[src/rtl/fx_pkg.sv]
// Shared definitions for the square-wave channel effect units
// (vibrato and portamento): field widths, default LFO prescale and
// the vibrato peak helper.
package fx_pkg;

    localparam int NOTE_W   = 6;
    localparam int OFFSET_W = 3;
    localparam int SPEED_W  = 2;
    localparam int DEPTH_W  = 2;

    // log2 of clk50mhz cycles per LFO step at speed 0
    localparam int VIB_PRESCALE_BASE_DEFAULT = 17;

    // Direction of the LFO magnitude sweep
    typedef enum logic {
        PH_FALL = 1'b0,
        PH_RISE = 1'b1
    } lfo_phase_e;

    // Peak magnitude of the vibrato triangle: 2*depth+1 -> {1,3,5,7}
    function automatic logic [OFFSET_W-1:0] vib_peak(input logic [DEPTH_W-1:0] depth);
        return {depth, 1'b1};
    endfunction

endpackage

[src/rtl/sync_edge_det.sv]
// Two-flop synchronizer followed by a registered rising-edge detector.
// The output pulse is one cycle wide and appears three clock edges
// after the asynchronous input rises.
module sync_edge_det (
    input  logic clk,
    input  logic rst,
    input  logic i_async,
    output logic o_pulse
);

    logic r_meta;
    logic r_sync;
    logic r_prev;
    logic r_pulse;

    // Bring the async level into the clock domain and flag its rising edge
    always_ff @(posedge clk) begin
        if (rst) begin
            r_meta  <= 1'b0;
            r_sync  <= 1'b0;
            r_prev  <= 1'b0;
            r_pulse <= 1'b0;
        end else begin
            r_meta  <= i_async;
            r_sync  <= r_meta;
            r_prev  <= r_sync;
            r_pulse <= r_sync & ~r_prev;
        end
    end

    assign o_pulse = r_pulse;

endmodule

[src/rtl/fx_vibrato.sv]
// Pitch-vibrato effect for a square-wave channel. Passes the note index
// through and produces a triangle-LFO fine-detune offset (magnitude plus
// direction). Optional macro FX_VIB_RETRIG_EN restarts the LFO on each
// rising edge of note_clk; without it note_clk is ignored.
module fx_vibrato
    import fx_pkg::*;
#(
    parameter int PRESCALE_BASE = VIB_PRESCALE_BASE_DEFAULT
) (
    input  logic                clk50mhz,
    input  logic                rst,
    input  logic [NOTE_W-1:0]   note_in,
    input  logic                note_clk,
    input  logic                en,
    input  logic [SPEED_W-1:0]  speed,
    input  logic [DEPTH_W-1:0]  depth,
    output logic [NOTE_W-1:0]   note_out,
    output logic [OFFSET_W-1:0] offset_mul,
    output logic                offset_dir
);

    // Prescaler must reach 2^(PRESCALE_BASE+3)-1 at the slowest speed
    localparam int CNT_W = PRESCALE_BASE + 3;
    localparam logic [CNT_W-1:0] CNT_ONES = '1;

    logic [CNT_W-1:0]    r_presc;
    logic [OFFSET_W-1:0] r_mag;
    lfo_phase_e          r_phase;
    logic                r_dir;

    logic [CNT_W-1:0]    w_terminal;
    logic                w_step;
    logic                w_retrig;
    logic [OFFSET_W-1:0] w_peak;
    logic [CNT_W-1:0]    w_presc_nxt;
    logic [OFFSET_W-1:0] w_mag_nxt;
    lfo_phase_e          w_phase_nxt;
    logic                w_dir_nxt;

    // Terminal count 2^(PRESCALE_BASE+speed)-1 as a mask of low ones
    assign w_terminal = ~(CNT_ONES << (PRESCALE_BASE + 32'(speed)));
    assign w_step     = (r_presc == w_terminal);
    assign w_peak     = vib_peak(depth);

`ifdef FX_VIB_RETRIG_EN
    sync_edge_det u_note_sync (
        .clk     (clk50mhz),
        .rst     (rst),
        .i_async (note_clk),
        .o_pulse (w_retrig)
    );
`else
    logic w_unused_note_clk;
    assign w_unused_note_clk = note_clk;
    assign w_retrig          = 1'b0;
`endif

    // Next LFO and prescaler state: disable or retrigger force the start
    // state; otherwise the triangle advances by one on each step strobe
    always_comb begin
        w_presc_nxt = r_presc + 1'b1;
        w_mag_nxt   = r_mag;
        w_phase_nxt = r_phase;
        w_dir_nxt   = r_dir;
        if (!en || w_retrig) begin
            w_presc_nxt = '0;
            w_mag_nxt   = '0;
            w_phase_nxt = PH_RISE;
            w_dir_nxt   = 1'b1;
        end else if (w_step) begin
            w_presc_nxt = '0;
            case (r_phase)
                PH_RISE: begin
                    if (r_mag < w_peak) begin
                        w_mag_nxt = r_mag + 1'b1;
                    end else if (r_mag == 3'd1) begin
                        w_mag_nxt   = '0;
                        w_dir_nxt   = ~r_dir;
                    end else begin
                        w_mag_nxt   = r_mag - 1'b1;
                        w_phase_nxt = PH_FALL;
                    end
                end
                default: begin
                    if (r_mag > 3'd1) begin
                        w_mag_nxt = r_mag - 1'b1;
                    end else begin
                        w_mag_nxt   = '0;
                        w_phase_nxt = PH_RISE;
                        w_dir_nxt   = ~r_dir;
                    end
                end
            endcase
        end
    end

    // Register LFO state, note pass-through and the gated offset outputs
    always_ff @(posedge clk50mhz) begin
        if (rst) begin
            r_presc    <= '0;
            r_mag      <= '0;
            r_phase    <= PH_RISE;
            r_dir      <= 1'b1;
            note_out   <= '0;
            offset_mul <= '0;
            offset_dir <= 1'b0;
        end else begin
            r_presc    <= w_presc_nxt;
            r_mag      <= w_mag_nxt;
            r_phase    <= w_phase_nxt;
            r_dir      <= w_dir_nxt;
            note_out   <= note_in;
            offset_mul <= en ? w_mag_nxt : '0;
            offset_dir <= en ? w_dir_nxt : 1'b0;
        end
    end

endmodule

[config.mk]
export PLATFORM = sky130hd
export DESIGN_NAME = fx_vibrato
export DESIGN_NICKNAME = d
export VERILOG_FILES = /design/src/rtl/fx_pkg.sv /design/src/rtl/sync_edge_det.sv /design/src/rtl/fx_vibrato.sv
export SDC_FILE = /design/constraint.sdc
export NUM_CORES = 1
export LEC_CHECK = 0
export ABC_AREA = 1
export BUFFER_PORTS_ARGS = -buffer_cell sky130_fd_sc_hd__buf_2
export CORE_ASPECT_RATIO = 0.75
export CORE_MARGIN = 2
export CORE_UTILIZATION = 51
export CTS_CLUSTER_DIAMETER = 30
export DETAILED_ROUTE_END_ITERATION = 10
export PLACE_DENSITY = 0.8
export SYNTH_ARGS = -nofsm -noshare
export SYNTH_HDL_FRONTEND = slang
export SYNTH_SLANG_ARGS = --single-unit
[constraint.sdc]
create_clock -name clk50mhz -period 1.5 [get_ports clk50mhz]
set_input_delay 0 -clock clk50mhz [delete_from_list [all_inputs] [get_ports clk50mhz]]
set_output_delay 0 -clock clk50mhz [all_outputs]
set_load 0.02 [all_outputs]
Word-level counts from Yosys, hierarchy flattened
Cells that the tools add are included.
{"block": "classes", "shifts": 1, "magnitude_cmp": 2, "bitwise": 3, "reduce_logical": 2, "n_mux": 16, "add_sub_neg": 4, "n_eq_ne": 2}
{"cell": "adder 20 x 1 -> 20 bit (second input constant)", "n": 1}
{"cell": "equality test 20 bit", "n": 1}
{"cell": "inverter 20 bit", "n": 1}
{"cell": "<< shifter 20 x 6 -> 20 bit (first input constant)", "n": 1}
{"cell": "2-to-1 mux 3 bit", "n": 6}
{"cell": "2-to-1 mux 1 bit", "n": 10}
{"cell": "adder 5 x 2 -> 6 bit (first input constant)", "n": 1}
{"cell": "adder 3 x 1 -> 3 bit (second input constant)", "n": 1}
{"cell": "equality test 3 x 1 -> 1 bit (second input constant)", "n": 1}
{"cell": "> comparator 3 x 1 -> 1 bit (second input constant)", "n": 1}
{"cell": "< comparator 3 bit", "n": 1}
{"cell": "OR reduction 3 bit", "n": 1}
{"cell": "subtractor 3 x 1 -> 3 bit (second input constant)", "n": 1}
{"cell": "inverter 1 bit", "n": 2}
{"cell": "OR reduction 2 bit", "n": 1}
{"block": "word_totals", "elab_cells": 37, "input_bits": 14, "output_inout_bits": 10, "reg_bits": 35}

Logic depth before layout (Yosys ltp)
Gate-level depths: netlist (run 1).
{"block": "depth", "depth_word": 6, "mapped_depth": 11, "ltp_nobuf": 11}

Worst setup path after synthesis (run 1)
No wires, ideal clock.
{"block": "synth_path", "path_type": "reg2reg", "from": "register r_mag[2]", "to": "register offset_mul[2]", "setup_slack_ps": 22, "arrival_ps": 1357, "required_time_ps": 1379, "synth_period_minus_slack_ps": 1478, "stages_incl_launch_ff": 8, "setup_time_ps": 121, "path_buffers": 0, "cell_sequence": "dfxtp_1 -> ha_1 -> a21oi_1 -> nand3_1 -> nand3_1 -> nand2_1 -> a21oi_1 -> nor2_1"}
{"block": "synth_via", "elab_chain_len": 6, "elab_cells_between_ends": 11, "cone_classes": "add/sub: 2; order compare: 2; eq/ne: 1; mux: 6"}
{"element": "start: declaration", "line": "fx_vibrato.sv:27", "rtl": "logic [OFFSET_W-1:0] r_mag;"}
{"element": "start signal: assignment", "line": "fx_vibrato.sv:109", "rtl": "r_mag <= w_mag_nxt;"}
{"element": "subtractor 3 x 1 -> 3 bit or equality test 3 x 1 -> 1 bit (tied branches)", "line": "fx_vibrato.sv:80, fx_vibrato.sv:86, fx_vibrato.sv:76"}
{"element": "2-to-1 mux 3 bit", "line": "fx_vibrato.sv:76", "rtl": "end else if (r_mag == 3'd1) begin"}
{"element": "2-to-1 mux 3 bit", "line": "fx_vibrato.sv:74", "rtl": "if (r_mag < w_peak) begin"}
{"element": "2-to-1 mux 3 bit", "line": "fx_vibrato.sv:72", "rtl": "case (r_phase)"}
{"element": "2-to-1 mux 3 bit (*)", "line": "fx_vibrato.sv:70", "rtl": "end else if (w_step) begin"}
{"element": "2-to-1 mux 3 bit (*)", "line": "fx_vibrato.sv:65", "rtl": "if (!en || w_retrig) begin"}
{"element": "end signal: assignment", "line": "fx_vibrato.sv:113", "rtl": "offset_mul <= en ? w_mag_nxt : '0;"}
{"element": "end: declaration", "line": "fx_vibrato.sv:18", "rtl": "output logic [OFFSET_W-1:0] offset_mul,"}
Mark *: on every way between the ends. The rest lies on a longest branch, timed or not.
A chain may end at the register's enable or synchronous reset.

Final worst setup path (run 1)
{"block": "layout_path", "from": "register r_presc[1]", "to": "register r_presc[8]"}
{"block": "layout_via", "elab_chain_len": 2, "elab_cells_between_ends": 3, "cone_classes": "add/sub: 1; eq/ne: 1; reduce/logical: 1"}
{"element": "start: declaration", "line": "fx_vibrato.sv:26", "rtl": "logic [CNT_W-1:0] r_presc;"}
{"element": "start signal: assignment", "line": "fx_vibrato.sv:108", "rtl": "r_presc <= w_presc_nxt;"}
{"element": "parallel branches: the longest is 2 deep, another holds adder 20 x 1 -> 20 bit"}
Several ways; the timed one is not identified.

==> results.cfg, run 1 <==
[setup_path]
r2r_start = r_presc[1]$_SDFF_PP0_
start_kind = flop
cp_slowest_cell = dfxtp_2
critical_path.top_delay_family = simple AND/OR/NAND/NOR gates
worstPathCellList = ha_2 -> nand2_2 -> nor2_4 -> nand4_4 -> clkinv_2 -> nand2_4 -> nand2_4 -> buf_12 -> nor2_1
critical_path_arrival_ns = 1.58
cp_num_buf_inv = 2
reg2reg_slack_ns = 0.09
crit_path_start = r_presc[1]$_SDFF_PP0_
worst_ep_required_time_ns = 1.67
worst-path-max-fanout = 13
max_stage_delay_ns = 0.33
end_kind = flop
crit_top_cell = nand2_4
critPathKind = flop to flop

[detailed_routing]
drc = 0
post_drt_wl_per_cell_um = 10.74
antenna_left = 0
drtIter0Drc = 48
wl_mm = 3.597
num_vias = 1619
first_pass_iters = 4
vias_per_cell = 4.833

[cts]
cts_tree = yes
cts-buffers-inserted = 5
cts_sinks = 35
root_buffer = clkbuf_8
path_clk_slew_ns = 0.07
clk_latency_ns = 0.28
clock_path_buffers = 2
htreeDepth = 2

[floorplanning]
die_area_mm2 = 0.003953
die_h_um = 54.96
initial_utilization_pct = 53.33
coreArea_mm2 = 0.003311
rows = 18
die_x_um = 71.94
pin_count = 24

[global_routing]
grt_pass1_vias = 1499
grt_max_degree = 14
grt_pass1_wl_mm = 6.127
antenna_found_initial = 0
track_usage_pct = 20.37
grt_overflow = 0

[cells_and_area]
layout-drive-gt1-share_pct = 23.39
final_nets = 314
area_delta_synth_final_pct = 27.78
diodes = 0
final_core_util_pct = 68.14

[pwr]
p_per_area_mw_per_mm2 = 796.2
peakVddDrop_mv = 0.6204
leakagePower_nw = 1.078
power.total_w = 0.001796

[sta]
clock_skew_ns = 0.005317
worst-slew-pin-transition_ns = 0.2875
fin_hold_ws_ns = 0.1493
finalCritPeriodShare_pct = 94.00
slew_headroom_pct = 80.81
finalHoldViolations = 0
max_freq_mhz = 709.2
drv_slew = 0
fin_ws_ns = 0.08996
period_needed_ns = 1.410
finalSetupViolCount = 0

[yosys]
synthArstFlopShare_pct = 0
synth_area_mm2 = 0.001765
synth_edf_count = 0
synth_cell_types = 26
ys.flop_type = dfxtp_1
synth.largest_area_cell = dfxtp_1
syn_inst = 247
ys_top_cells_by_count = nand2_1, nor2_1, inv_1, dfxtp_1, nand3_1
ys_seq_area_share_pct = 39.69
ys_top_cells_by_area = dfxtp_1, nand2_1, nor2_1
yosys.area.top_type_share_pct = 39.69
ys_ff_latch = 35
synth.avg_cell_area_um2 = 7.148
yosysMostFrequentCell = nand2_1
yosysWarnings = 0
synth_nets = 267

[min_path]
worstHoldPathType = input pin to flop
min-delay-start = en

[run]
cap_viol_max_count = 0

[placed_design]
place_ws_ns = 0.01771
routabilityCongestion = 0.8203
hpwl_mm = 2.600
port_buffers = 22

[run_status]
status = complete, no violations
-- placed cells by master (no fill, tap or decap), drive strengths merged, types with 8 or more instances in the layout --
| cell | synthesis | final |
|---|---|---|
| clkbuf | 1 | 8 |
| nand2 | 59 | 59 |
| dlygate4sd3 | 0 | 12 |
| xor2 | 10 | 10 |
| inv | 38 | 38 |
| nor2 | 49 | 49 |
| dfxtp | 35 | 35 |
| nand3 | 22 | 22 |
| buf | 1 | 30 |
-- kinds of logic (layout without fill, tap and decap cells) --
group	after synthesis	count (layout)	share of synthesized area, %
DFF	35	35	39.69
buffers and inverters	41	89	9.213
AOI/OAI and AO/OA	11	11	3.260
adders and majority gates	6	6	4.252
and+or+nand+nor	142	142	37.63
xor gates and xnor gates	12	12	5.953
-- worst register-to-register path, stage by stage (launching register included) --
cell	delay, ns
dfxtp_2	0.33
ha_2	0.18
nand2_2	0.07
nor2_4	0.14
nand4_4	0.13
clkinv_2	0.09
nand2_4	0.06
nand2_4	0.11
buf_12	0.14
nor2_1	0.05
-- power breakdown --
part           switching (W)  internal (W)
sequential        0.00000375      0.000942
combinational      0.0000560     0.0000592
clock               0.000316      0.000419
total               0.000376       0.00142
-- flip-flops by register name (all words and copies together), names as in the netlist --
| signal | count |
|---|---|
| offset_dir | 1 |
| r_dir | 1 |
| note_out | 6 |
| r_mag | 3 |
| r_phase | 1 |
| r_presc | 20 |
| offset_mul | 3 |
-- stage by stage --
step | TNS [ns] | cell area (um2) | std cells
3_5_place_dp | 0 | 1968 | 313
4_1_cts | 0 | 2188 | 333
5_1_grt | -0.02516 | 2256 | 335
2_1_floorplan | 0 | 1765 | 247
3_3_place_gp | 0 | 1968 | 313
6_report | 0 | 2256 | 335
-- layout make-up --
| cell class | count | area [um2] |
|---|---|---|
| Timing Repair Buffer | 42 | 302.8 |
| Inverter | 39 | 147.6 |
| Clock buffer | 8 | 100.1 |
| Sequential cell | 35 | 708.2 |
| Fill cell | 290 | 1055 |
| Multi-Input combinational cell | 171 | 947.2 |
| Tap cell | 40 | 50.05 |
-- path summary, 6_finish.rpt --
kind | end | depth (start not counted)
setup / recovery | r_presc[8]$_SDFF_PP0_ | 9
hold / removal | r_dir$_SDFF_PP1_ | 5
setup reg to reg | r_presc[8]$_SDFF_PP0_ | 9
hold reg to reg | r_presc[14]$_SDFF_PP0_ | 2
-- repair_timing --
item,CTS,global route
hold buffers,12,0
setup buffers,0,2
endpoints found under the hold margin,6,0
endpoints found under the setup margin,0,25
resized for setup,0,15
-- routing by layer --
layer | wire length, um | GRT usage (%)
met5 | 0 | 0
met4 | 55 | 8.805
met3 | 220 | 5.616
met2 | 1644 | 34.72
met1 | 1678 | 24.78
Power figures use the tool's default switching activity.
==> run 2, diff against run 1 <==
CORE_UTILIZATION = 30   (was 51)
GPL_ROUTABILITY_DRIVEN = 0   (was not set)
PLACE_DENSITY = 0.54   (was 0.8)
==> run 2 against run 1 <==
  * Flip-flop and latch count unchanged
  * Count of clock-buffer cells in the layout down 2
  * Clock skew up 0.0029 ns
  * Global-route usage down 7.5 points
  * Via count down 3.2%
  * Design area up 3.1%
  * Wire length up 6.2%
  * Sequential share of layout area down 0.78 points
  * Worst setup slack better by 0.021 ns
  * First-iteration DRC count up 110%
  * Non-clock buffer count up 3
  * Critical endpoint is now r_dir$_SDFF_PP1_
  * Largest power group unchanged
==> results.cfg, run 2 (synthesis results as in run 1) <==
[setup_path]
worst_ep_required_time_ns = 1.68
max_stage_delay_ns = 0.35
critical_path.top_delay_family = simple AND/OR/NAND/NOR gates
cp_slowest_cell = dfxtp_2
critPathKind = flop to flop
end_kind = flop
critical_path_arrival_ns = 1.57
start_kind = flop
worstPathCellList = ha_1 -> nand3_2 -> nand3_1 -> nand2_1 -> nand2_1 -> nand2_1 -> nand3_2 -> nand2_2 -> nand2_1
cp_num_buf_inv = 0
worst-path-max-fanout = 5
crit_top_cell = nand2_1

[pwr]
pwr-share-clk_pct = 39.3
switching_share_pct = 22.16
p_int_w = 0.001364
peakVddDrop_mv = 0.4697
switchingPower_w = 0.0003882
leakagePower_nw = 1.080
p_comb_share_pct = 6.8
p_per_area_mw_per_mm2 = 753.3
p_seq_share_pct = 54.0

[cts]
path_clk_slew_ns = 0.07
clock_path_buffers = 2
clk_latency_ns = 0.28
cts_sinks = 35
cts_tree = yes
root_buffer = clkbuf_8
htreeDepth = 2
cts-buffers-inserted = 5

[cells_and_area]
design_area_mm2 = 0.002326
final_nets = 317
area_delta_synth_final_pct = 31.75
layout_commonest_cell = nand2_1
seqCellArea_um2 = 711.9
regMostFlops = r_presc
final_cell_mix = nand2_1, nor2_1, inv_1
reg_top3 = r_presc: 20 flops, note_out: 6 flops
largest_reg_flops = 20
multiInputGateArea_um2 = 955.9
fin_cells = 375
diodes = 0
layout-drive-gt1-share_pct = 26.26
fillCellCount = 600

[sta]
finalSetupViolCount = 0
max_freq_mhz = 720.0
finalCritPeriodShare_pct = 92.60
period_needed_ns = 1.389
rsz0062_at_grt = no
drv_slew = 0
slew_headroom_pct = 81.70
tns_ns = 0
finalHoldViolations = 0
worst-slew-pin-transition_ns = 0.2741
clock_skew_ns = 0.008220

[detailed_routing]
first_pass_iters = 4
vias_per_cell = 4.181
antenna_left = 0
drtIter0Drc = 101
wl_mm = 3.820
post_drt_wl_per_cell_um = 10.19
drc = 0
num_vias = 1568

[floorplanning]
pin_count = 24
die_h_um = 70.44
coreArea_mm2 = 0.005736
initial_utilization_pct = 30.78
die_area_mm2 = 0.006521
die_x_um = 92.58
rows = 24

[placed_design]
hpwl_mm = 2.705
placed_area_mm2 = 0.002031
port_buffers = 22
dp_cells = 353

[run]
cap_viol_max_count = 0

[global_routing]
grt_pass1_wl_mm = 6.637
track_usage_pct = 12.82
grt_max_degree = 12
grt_overflow = 0
grt_pass1_vias = 1539
antenna_found_initial = 0

[run_status]
status = complete, no violations

[min_path]
worstHoldPathType = input pin to flop
==> run 2: changes by cell type in the layout (fill, tap and decap cells not counted), sizes merged <==
cell	before	now
buf	30	33
clkbuf	8	6
clkinv	1	2
==> run 2: power by group through the flow <==
stage               registers [W]   logic, W  clock network (W)
floorplan                0.000980  0.0000311                  0
global placement         0.000966  0.0000887                  0
detailed placement       0.000966  0.0000882                  0
CTS                      0.000945   0.000112           0.000718
global route             0.000946   0.000131           0.000775
finish                   0.000945   0.000119           0.000688
==> run 2: cell type report <==
| class | instances | share of cell area, % |
|---|---|---|
| multi-input combinational | 171 | 41.10 |
| sequential | 35 | 30.61 |
| timing repair buffer | 45 | 13.99 |
| inverter | 39 | 6.348 |
| tap | 78 | 4.196 |
| clock buffer | 6 | 3.550 |
| clock inverter | 1 | 0.2152 |
==> run 2: through the flow <==
stage	power (W)	worst slack [ns]	hold WS, ns	utilization, %
final	0.001752	0.1111	0.1306	40.55
after detailed placement	0.001055	0.03672	0.2084	35.41
after floorplan	0.001011	0.02167	0.07118	-
after global routing	0.001852	0.0003076	0.1420	40.55
after CTS	0.001774	0.02630	0.1223	39.03
after global placement	0.001055	0.03277	0.1982	35.41
==> run 2: worst paths after layout <==
path,startpoint,slack (ns),depth (start not counted),to
worst min register to register,r_presc[14]$_SDFF_PP0_,0.48,2,r_presc[14]$_SDFF_PP0_
worst max register to register,r_mag[1]$_SDFF_PP0_,0.11,9,r_dir$_SDFF_PP1_
worst max-delay path,r_mag[1]$_SDFF_PP0_,0.11,9,r_dir$_SDFF_PP1_
worst min-delay path,en,0.13,5,r_dir$_SDFF_PP1_
==> run 2: worst min-delay path, delay by kind of cell <==
| family | cells | cell delay (ns) |
|---|---|---|
| buf+inv | 3 | 0.29 |
| simple gates | 2 | 0.09 |
==> run 2: timing repair <==
action	in CTS	in global routing
buffers inserted	0	3
hold buffers	12	0
hold endpoints to repair	6	0
resized for setup	0	24
endpoints found under the setup margin	0	27
==> run 2: per-layer routing <==
metal | track usage [%] | share of wire [%] | vias up | wire length, um
li1 | - | - | 861 | -
met1 | 17.74 | 53 | 664 | 2037
met2 | 18.33 | 40 | 36 | 1528
met3 | 3.776 | 4.6 | 7 | 174
met4 | 5.638 | 2.1 | 0 | 79
met5 | 0 | 0 | - | 0
==> run 3, diff against run 2 <==
CELL_PAD_IN_SITES_DETAIL_PLACEMENT = 0   (was not set)
CELL_PAD_IN_SITES_GLOBAL_PLACEMENT = 1   (was not set)
PLACE_DENSITY = 0.68   (was 0.54)
==> run 3 against run 2 <==
  * Sequential share of layout area fell by 0.52 points
  * Sequential power hardly changed
  * Global-route usage about the same
  * Worst hold slack better by 0.036 ns
  * Final cell count is 0.80% higher
  * Via count rose by 0.13%
  * Critical path type unchanged
  * Critical endpoint is now r_presc[11]$_SDFF_PP0_
  * Largest cell class unchanged
==> results.cfg, run 3 (synthesis results as in run 1) <==
[sta]
rsz0062_at_grt = no
finalHoldViolations = 0
clock_skew_ns = 0.008988
period_needed_ns = 1.381
slew_headroom_pct = 83.67
worst-slew-pin-transition_ns = 0.2446
drv_slew = 0
finalCritPeriodShare_pct = 92.07
finalSetupViolCount = 0
max_freq_mhz = 724.1
tns_ns = 0

[global_routing]
grt_overflow = 0
grt_max_degree = 11
track_usage_pct = 12.86
antenna_found_initial = 0
grt_pass1_vias = 1617
grt_pass1_wl_mm = 6.727

[setup_path]
r2r_start = r_presc[1]$_SDFF_PP0_
worst_ep_required_time_ns = 1.67
r2r_cells = 9
critical_path_arrival_ns = 1.55
worst-path-stages = 9
endpoint = r_presc[11]$_SDFF_PP0_
start_kind = flop
end_kind = flop
cp_slowest_cell = dfxtp_2
critPathKind = flop to flop
worstPathCellList = ha_2 -> nand2_2 -> nor2_4 -> nand4_4 -> clkinv_2 -> nand2_4 -> nand2_8 -> buf_12 -> nor2_1
reg2reg_slack_ns = 0.12
worst_r2r_endpoint = r_presc[11]$_SDFF_PP0_
max_stage_delay_ns = 0.34
crit_path_start = r_presc[1]$_SDFF_PP0_
critical_path.top_delay_family = simple AND/OR/NAND/NOR gates
worst-path-max-fanout = 7
cp_num_buf_inv = 2

[run]
cap_viol_max_count = 0

[cts]
root_buffer = clkbuf_8
htreeDepth = 2
path_clk_slew_ns = 0.07
cts-buffers-inserted = 5
clock_path_buffers = 2
cts_tree = yes
cts_sinks = 35
clk_latency_ns = 0.28

[cells_and_area]
fin_cells = 378
final_cell_mix = nand2_1, nor2_1, inv_1
layout-drive-gt1-share_pct = 24.67
final_core_util_pct = 41.03
diodes = 0
final_nets = 320
layout_commonest_cell = nand2_1
fillCellCount = 598
largest_reg_flops = 20
reg_top3 = r_presc: 20 flops, note_out: 6 flops
regMostFlops = r_presc
design_area_mm2 = 0.002354
area_delta_synth_final_pct = 33.31

[pwr]
leakagePower_nw = 1.113
peakVddDrop_mv = 0.5099
p_per_area_mw_per_mm2 = 743.6

[detailed_routing]
num_vias = 1570
post_drt_wl_per_cell_um = 9.968
met1Wirelength_mm = 2.036
first_pass_iters = 4
drtIter0Drc = 39
antenna_left = 0
vias_per_cell = 4.153
dr.max_layer_used = met4
wl_met2_mm = 1.557
wl_mm = 3.768
route.met3.wl_um = 162
drc = 0

[floorplanning]
rows = 24
die_h_um = 70.44
pin_count = 24
initial_utilization_pct = 30.78
die_area_mm2 = 0.006521
coreArea_mm2 = 0.005736
die_x_um = 92.58

[placed_design]
placed_area_mm2 = 0.002081
port_buffers = 22
dp_cells = 358
hpwl_mm = 2.676

[run_status]
status = complete, no violations

[min_path]
worstHoldPathType = input pin to flop
min-delay-start = en
## run 3: cell types whose count changed in the layout (fill, tap and decap cells not counted), moves of 2 or more
cell and change:
dfxtp_1 +3, dfxtp_2 -3, o21ai_0 +2, buf_4 +2
o21ai_1 -2
## run 3: worst min path at each step
stage | to | slack, ns | cells past startpoint
6_report | r_dir$_SDFF_PP1_ | 0.17 | 5
5_1_grt | r_dir$_SDFF_PP1_ | 0.19 | 5
4_1_cts | r_dir$_SDFF_PP1_ | 0.13 | 5
3_5_place_dp | note_out[0]$_SDFF_PP0_ | 0.21 | 3
3_3_place_gp | note_out[5]$_SDFF_PP0_ | 0.20 | 3
2_1_floorplan | note_out[0]$_SDFF_PP0_ | 0.07 | 1
## run 3: worst reg2reg max path: stages (launching register included)
cell and delay (ns):
dfxtp_2 0.34, ha_2 0.18, nand2_2 0.07, nor2_4 0.15, nand4_4 0.13, clkinv_2 0.09
nand2_4 0.07, nand2_8 0.10, buf_12 0.12, nor2_1 0.04
## run 3: area by class of cell
type,count,area (um2),share of cell area (%)
clock buffers,6,82.58,3.509
clock inverters,1,5.005,0.2127
inverters,39,147.6,6.273
multi-input cells,171,952.2,40.46
flip-flops and latches,35,708.2,30.09
well taps,78,97.59,4.147
repair buffers,48,360.3,15.31
## run 3: where the power goes
part | internal [W] | leakage (nW) | total (W) | switching (W)
registers | 0.000942 | 0.287 | 0.000946 | 0.00000420
logic | 0.0000649 | 0.779 | 0.000123 | 0.0000576
clock network | 0.000360 | 0.0470 | 0.000682 | 0.000321
total | 0.00137 | 1.11 | 0.00175 | 0.000383
## run 3: routing by layer
layer | up-vias | global-route usage (%)
met5 | - | 0
met4 | 0 | 2.985
met3 | 2 | 4.207
met2 | 27 | 20.19
met1 | 676 | 17.14
li1 | 865 | -
## run 3: per-stage QoR
stage          power [W]  setup WS [ns]  hold slack [ns]
3_3_place_gp    0.001059        0.04884           0.1994
2_1_floorplan   0.001011        0.02167          0.07118
5_1_grt         0.001837       0.002251           0.1851
4_1_cts         0.001780        0.01617           0.1267
6_report        0.001750         0.1189           0.1670
3_5_place_dp    0.001058        0.05380           0.2068
## run 3: repair_timing
action                     in CTS  in global routing
setup endpoints to repair       0                 25
resized for setup               0                 16
hold buffers                   12                  0
setup buffers                   0                  1
hold endpoints to repair        6                  0
